### src/rtl/pattern_sequencer.sv
// Test-pattern selector: manual next/prev requests and timed auto-advance,
// with every pattern change aligned to the start of a video frame.
module pattern_sequencer #(
    parameter int          NUM_PATTERNS       = 7,
    parameter logic [15:0] ENABLE_MASK        = 16'h007E,
    parameter int          INIT_PATTERN       = 1,
    parameter int          FRAMES_PER_PATTERN = 120
) (
    input  logic       i_Clk,
    input  logic       i_Rst_L,
    input  logic       i_VSync,
    input  logic       i_Next,
    input  logic       i_Prev,
    input  logic       i_Auto_En,
    output logic [3:0] o_Pattern,
    output logic       o_Frame_Pulse,
    output logic       o_Pending,
    output logic [1:0] o_State
);

    localparam int          CW         = $clog2(FRAMES_PER_PATTERN + 1);
    localparam logic [16:0] IDX_LIMIT  = (17'd1 << NUM_PATTERNS) - 17'd1;
    localparam logic [15:0] SEL_MASK   = ENABLE_MASK & IDX_LIMIT[15:0];
    localparam logic [CW-1:0] LAST_FRAME = CW'(FRAMES_PER_PATTERN - 1);

    typedef enum logic [1:0] {
        IDLE      = 2'd0,
        PEND_NEXT = 2'd1,
        PEND_PREV = 2'd2
    } state_t;

    state_t        state;
    state_t        base_state;
    state_t        next_state;
    logic          vsync_d;
    logic          frame_start;
    logic [CW-1:0] frame_cnt;

    assign frame_start = i_VSync & ~vsync_d;
    assign o_State     = state;

    // Circular search over all 16 slots; indices at or above NUM_PATTERNS are
    // masked off, so wrapping lands on the lowest/highest enabled index.
    function automatic logic [3:0] step(input logic [3:0] cur, input logic fwd);
        logic [3:0] idx;
        logic [3:0] res;
        logic       found;
        res   = 4'd0;
        found = 1'b0;
        for (int k = 1; k <= 16; k++) begin
            idx = fwd ? cur + 4'(k) : cur - 4'(k);
            if (!found && SEL_MASK[idx]) begin
                res   = idx;
                found = 1'b1;
            end
        end
        return res;
    endfunction

    // A pending request is consumed at frame start, so requests seen in that
    // same cycle are evaluated as if from IDLE and wait for the next frame.
    always_comb begin
        base_state = frame_start ? IDLE : state;
        next_state = base_state;
        if (i_Next && i_Prev) begin
            next_state = IDLE;
        end else if (i_Next) begin
            next_state = PEND_NEXT;
        end else if (i_Prev) begin
            next_state = PEND_PREV;
        end
    end

    always_ff @(posedge i_Clk or negedge i_Rst_L) begin
        if (!i_Rst_L) begin
            state         <= IDLE;
            vsync_d       <= 1'b0;
            frame_cnt     <= '0;
            o_Pattern     <= 4'(INIT_PATTERN);
            o_Frame_Pulse <= 1'b0;
            o_Pending     <= 1'b0;
        end else begin
            vsync_d       <= i_VSync;
            o_Frame_Pulse <= frame_start;
            state         <= next_state;
            o_Pending     <= (next_state != IDLE);
            if (!i_Auto_En) begin
                frame_cnt <= '0;
            end
            if (frame_start) begin
                if (state == PEND_NEXT) begin
                    o_Pattern <= step(o_Pattern, 1'b1);
                    frame_cnt <= '0;
                end else if (state == PEND_PREV) begin
                    o_Pattern <= step(o_Pattern, 1'b0);
                    frame_cnt <= '0;
                end else if (i_Auto_En) begin
                    if (frame_cnt == LAST_FRAME) begin
                        o_Pattern <= step(o_Pattern, 1'b1);
                        frame_cnt <= '0;
                    end else begin
                        frame_cnt <= frame_cnt + CW'(1);
                    end
                end
            end
        end
    end

endmodule

### config.mk
export PLATFORM = sky130hd
export DESIGN_NAME = pattern_sequencer
export DESIGN_NICKNAME = d
export VERILOG_FILES = /design/src/rtl/pattern_sequencer.sv
export SDC_FILE = /design/constraint.sdc
export NUM_CORES = 1
export LEC_CHECK = 0
export CAP_MARGIN = 20
export CORE_AREA = 3 3 92 94
export DETAILED_ROUTE_END_ITERATION = 10
export DIE_AREA = 0 0 95 97
export REMOVE_ABC_BUFFERS = 1
export SLEW_MARGIN = 40
export SYNTH_ARGS = -nofsm -noshare
export SYNTH_HDL_FRONTEND = slang
export SYNTH_SLANG_ARGS = --single-unit
### constraint.sdc
create_clock -name i_Clk -period 4.1 [get_ports i_Clk]
set_input_delay 0.41 -clock i_Clk [delete_from_list [all_inputs] [get_ports i_Clk]]
set_output_delay 0.41 -clock i_Clk [all_outputs]
set_load 0.02 [all_outputs]
[Word level (Yosys, flattened, before mapping)]
Memory sizes are Yosys's and may differ from the RTL's.
Index checks and enable logic that the tools add are counted.
Operators by class
  add/sub/neg operators: 31
  $mul: 0
  divide/modulo/power cells: 0
  order comparisons: 31
  equal/unequal tests: 6
  shift operators: 0
  multiplexer cells: 286
  bitwise gates (word level): 2
  reductions and logical operators: 95
Operator list (count)
  1-bit 2-to-1 mux: 225
  4-bit 2-to-1 mux: 51
  4-bit by 5-bit less-than comparator with 1-bit output (second input constant): 31
  1-bit logical AND: 46
  1-bit logical NOT: 45
  7-bit 2-to-1 mux: 6
  4-bit adder (second input constant): 8
  4-bit subtractor (second input constant): 8
  4-bit by 3-bit adder with 4-bit output (second input constant): 4
  4-bit by 3-bit subtractor with 4-bit output (second input constant): 4
  4-bit by 2-bit adder with 4-bit output (second input constant): 2
  2-bit 2-to-1 mux: 4
  4-bit by 2-bit subtractor with 4-bit output (second input constant): 2
  7-bit by 1-bit adder with 7-bit output (second input constant): 1
  7-bit equality test (second input constant): 1
  3-bit != test (second input constant): 2
  6-bit AND reduction: 1
  3-bit nonzero test: 2
  4-bit by 1-bit adder with 4-bit output (second input constant): 1
  4-bit by 1-bit subtractor with 4-bit output (second input constant): 1
  2-bit by 1-bit equality test with 1-bit output (second input constant): 1
  2-bit equality test (second input constant): 1
  2-bit != test (second input constant): 1
  2-bit nonzero test: 1
  other kinds (2): 2
Word-level totals
  register bits: 16
  bits in latches: 0
  bits in writable memories: 0
  memory bits (read-only): 496
  input bits: 6
  output and inout port bits: 8
  word-level logic and storage cells: 488
  memories: 31
Memories
  (name not given): words 16, bits a word 1, rd ports 1, clocked after memory_dff 0, write ports 0, line 52  | if (!found && SEL_MASK[idx]) begin
  (name not given): words 16, bits a word 1, rd ports 1, clocked after memory_dff 0, write ports 0, line 52
  (name not given): words 16, bits a word 1, rd ports 1, clocked after memory_dff 0, write ports 0, line 52
  (name not given): words 16, bits a word 1, rd ports 1, clocked after memory_dff 0, write ports 0, line 52
  (name not given): words 16, bits a word 1, rd ports 1, clocked after memory_dff 0, write ports 0, line 52
  (name not given): words 16, bits a word 1, rd ports 1, clocked after memory_dff 0, write ports 0, line 52
  +25 memories

[Logic depth before layout (Yosys ltp)]
  word-level depth: 128
  depth in mapped cells: 14
  gate-level depth less buffers: 10

[Least setup slack after synthesis]
OpenSTA, ideal clock, no wires.
  path type: reg2reg
  from: register o_Pattern[1]
  to: register o_Pattern[0]
  arrival time: 3.258 ns
  data required time: 4.017 ns
  slack: 0.759 ns
  stages on the path, launching flop included: 13
  cell sequence: dfrtp_1 > clkbuf_1 > inv_1 > ha_1 > buf_6 > mux2i_1 > nand2_2 > o21a_1 > and3_1 > buf_6 > a311o_1 > a21o_1 > o32a_1
On the way
  cells in the longest elaborated chain, start to end: 125
Ends and longest elaborated chain
  start: declaration: line 15  | output logic [3:0] o_Pattern,
  start signal: assignment: line 79  | o_Pattern <= 4'(INIT_PATTERN);
  start signal: assignment: line 92  | o_Pattern <= step(o_Pattern, 1'b1);
  start signal: assignment: line 95  | o_Pattern <= step(o_Pattern, 1'b0);
  4-bit by 1-bit adder with 4-bit output: line 51  | idx = fwd ? cur + 4'(k) : cur - 4'(k);
  memory 16 x 1 bit
  1-bit 2-to-1 mux (implied by the code): line 52
  1-bit 2-to-1 mux: line 52
  1-bit 2-to-1 mux: line 98  | if (frame_cnt == LAST_FRAME) begin
  1-bit 2-to-1 mux: line 97  | end else if (i_Auto_En) begin
  1-bit 2-to-1 mux: line 94  | end else if (state == PEND_PREV) begin
  1-bit 2-to-1 mux: line 91  | if (state == PEND_NEXT) begin
  [... 109 more ...]
  1-bit 2-to-1 mux: line 97
  1-bit 2-to-1 mux: line 94
  1-bit 2-to-1 mux: line 91
  1-bit 2-to-1 mux: line 90  | if (frame_start) begin
  1-bit logical NOT: line 52
  1-bit logical AND: line 52
  3-bit != test (no line)
  6-bit AND reduction (no line)
Several ways; a longest one is shown, not always the timed one. The select of a mux whose other input is x is not followed.
A chain may end at the register's enable or synchronous reset.

[Worst setup path in the final report]
  from: register o_Pattern[1]
  to: register o_Pattern[2]
Same word-level chain as after synthesis.

==> impl_metrics.ini <==
[detailed_routing]
met2WireLength_um = 4550
ant_nets = 0
highest_layer = met4
vias_per_cell = 6.57
drc_errors = 0
vias = 3126
wl_per_cell_um = 21.9
wl_met1_um = 4270
drt_iter0_markers = 411
first_pass_iters = 6
wl_met3_um = 1150
wirelength_um = 10400

[global_route]
first_global_vias = 2976
grt_pass1_wl_um = 16400
overflow = 0
grt_max_degree = 18
grt_usage = 0.228
antenna_found_initial = 0

[final_layout]
antennaDiodeCount = 0
fill_cells = 830
layout.nets = 395
drive_gt1_frac = 0.123
area_growth_pct = 11.3

[synthesis]
synth_area_per_cell_um2 = 7.29
netlist_instances = 365
synthXorXnorAreaFrac = 0.0353
async_reset_ff_frac = 1.00
syn_area_mm2 = 0.00266
synth_top_family_by_area = compound AO/OA/AOI/OAI gates
seq_area_frac_synth = 0.151
synthSimpleGateAreaFrac = 0.289
synth_edf_count = 0
synth_adder_area_share = 0.0659
synth_mux_area_frac = 0.0372
synth_warnings = 0
synth_seq_cells = 16
synth_compound_area_frac = 0.358
synth_cell_type_count = 72
synthFlopType = dfrtp_1

[timing]
max_freq_mhz = 272
setup_viol = 0
fin_ws_ps = 428
slew_violations = 0
slew_headroom = 0.441
finalSetupTns_ps = 0
fin_skew_ps = 6.01
final.min_clock_period_ps = 3670
hold_violations = 0
grt_setup_unrepaired = no
fin_crit_sh = 0.896
worst_pin_slew_ps = 832

[hold_path]
min_path_type = input pin to async pin

[cts]
path_clk_slew_ps = 70
cts_resized = 0
cts_max_level = 1
postCtsSetupBuffers = 0
clk_latency_ps = 260
cts_root_buf = clkbuf_8
postCtsHoldBufs = 0
cts_buffers = 3
cts.sinks = 16
cts_tree = built
max-clock-path-buffers = 2

[pwr]
p_leak_nw = 1.09
irDropWorstVdd_mv = 0.377
p_per_area_mw_per_mm2 = 820

[worst_setup_path]
critical_path.max_fanout = 10
crit_path_start_kind = register
arrival_ps = 3810
crit_type = register to register
critPathRequiredTime_ps = 4230
timing.critical_path.to_type = register

[run_status]
outcome = completed

[die]
num_io_pins = 14
fp.dieArea_mm2 = 0.00922
initial_core_util = 0.344
rows = 32
coreArea_mm2 = 0.00773
die_w_um = 95
dieHeight_um = 97

[placed_design]
dp_hpwl_um = 7790
dpl_worst_slack_ps = 608
gp_congestion = 1.02
io_buffers = 13

[run]
cap_violations = 0
cell families after synthesis:
group           after synthesis
simple gates                149
buf+inv                      35
fa+ha+maj                    14
compound gates              134
flops                        16
mux                           8
xor+xnor                      9
where the power goes:
group          internal (W)  leakage, nW  switching, W  total (W)
Combinational      0.000682        0.849       0.00139    0.00207
Clock             0.0000854       0.0288     0.0000630   0.000148
Sequential         0.000180        0.208     0.0000298   0.000210
Total              0.000947         1.09       0.00148    0.00243
metrics by stage:
step	utilization	cells	total power, W	area (um^2)	hold WS (ps)
after global placement	0.377	472	0.00225	2910	543
after CTS	0.384	476	0.00235	2970	561
after floorplan	-	341	0.00153	2530	114
final	0.383	476	0.00243	2960	78.7
after detailed placement	0.377	472	0.00219	2910	552
after global routing	0.383	476	0.00258	2960	99.7
area by class of cell:
type / instances / area, um^2 / share of cell area
multi-input cells: 314 / 2090 / 0.706
repair buffers: 29 / 245 / 0.0828
clock buffers: 4 / 55.1 / 0.0186
inverters: 11 / 41.3 / 0.0139
flip-flops and latches: 16 / 402 / 0.136
well taps: 102 / 128 / 0.0431
synthesized netlist by cell type (all sizes together) (4+ instances only):
library cell / number / area (um^2)
nand4: 4 / 25.0
nand2b: 6 / 40.0
nor2: 37 / 141
ha: 14 / 175
o211ai: 8 / 60.1
a21o: 5 / 37.5
inv: 11 / 41.3
nor4: 5 / 52.6
o22ai: 5 / 43.8
a21boi: 7 / 52.6
buf: 13 / 85.1
nor3b: 4 / 30.0
nor3: 11 / 55.1
or3: 7 / 43.8
a31oi: 7 / 43.8
o21ai: 25 / 129
nand2: 31 / 119
nand3: 18 / 90.1
dfrtp: 15 / 375
a221oi: 5 / 50.0
clkbuf: 11 / 42.5
o21a: 4 / 30.0
and2: 6 / 40.0
a211oi: 6 / 45.0
a21oi: 28 / 140
xnor2: 4 / 35.0
xor2: 5 / 58.8
o31ai: 8 / 65.1
nor2b: 10 / 62.6
mux2: 5 / 56.3
registers in the layout, indices dropped and copies added, names as in the netlist:
name	flops
o_Pending	1
frame_cnt	7
o_State	2
vsync_d	1
o_Frame_Pulse	1
o_Pattern	4
path summary, 6_finish.rpt:
| check | endpoint | from | slack (ps) | depth (start not counted) |
|---|---|---|---|---|
| setup / recovery | o_Pattern[2]$_DFFE_PN0P_ | o_Pattern[1]$_DFFE_PN0P_ | 430 | 10 |
| hold / removal | o_Pattern[3]$_DFFE_PN0P_ | i_Rst_L | 80 | 1 |
| setup reg to reg | o_Pattern[2]$_DFFE_PN0P_ | o_Pattern[1]$_DFFE_PN0P_ | 430 | 10 |
| hold reg to reg | frame_cnt[6]$_DFF_PN0_ | frame_cnt[6]$_DFF_PN0_ | 550 | 2 |
| max in group asynchronous | o_Pattern[0]$_DFFE_PN1P_ | i_Rst_L | 3700 | 1 |
| min in group i_Clk | frame_cnt[6]$_DFF_PN0_ | frame_cnt[6]$_DFF_PN0_ | 550 | 2 |
layout by cell type, fill, tap and decap left out, types with 7 or more instances in the layout:
| cell | instances |
|---|---|
| o31ai_1 | 7 |
| o211ai_1 | 8 |
| nor2_1 | 36 |
| nand2_1 | 30 |
| nor2b_1 | 10 |
| or3_1 | 7 |
| ha_1 | 14 |
| a31oi_1 | 7 |
| inv_1 | 11 |
| nand3_1 | 18 |
| a21boi_0 | 7 |
| buf_4 | 16 |
| clkdlybuf4s50_1 | 12 |
| nor3_1 | 11 |
| a21oi_1 | 28 |
| dfrtp_1 | 15 |
| o21ai_0 | 23 |
worst max-delay path, cell delays in order, from the launching register on:
cell	delay, ps
dfrtp_1	440
inv_1	180
ha_1	580
mux2i_1	500
nand2_2	230
o21a_1	270
and3_1	320
a22oi_1	300
a31oi_1	180
nor3b_1	430
o31ai_1	130
per-layer routing:
layer  up-vias  GRT usage
li1       1397          -
met1      1484      0.319
met2       210      0.329
met3        35     0.0537
met4         0      0.101
met5         -          0
No activity file was read; power rests on OpenSTA's default activity.
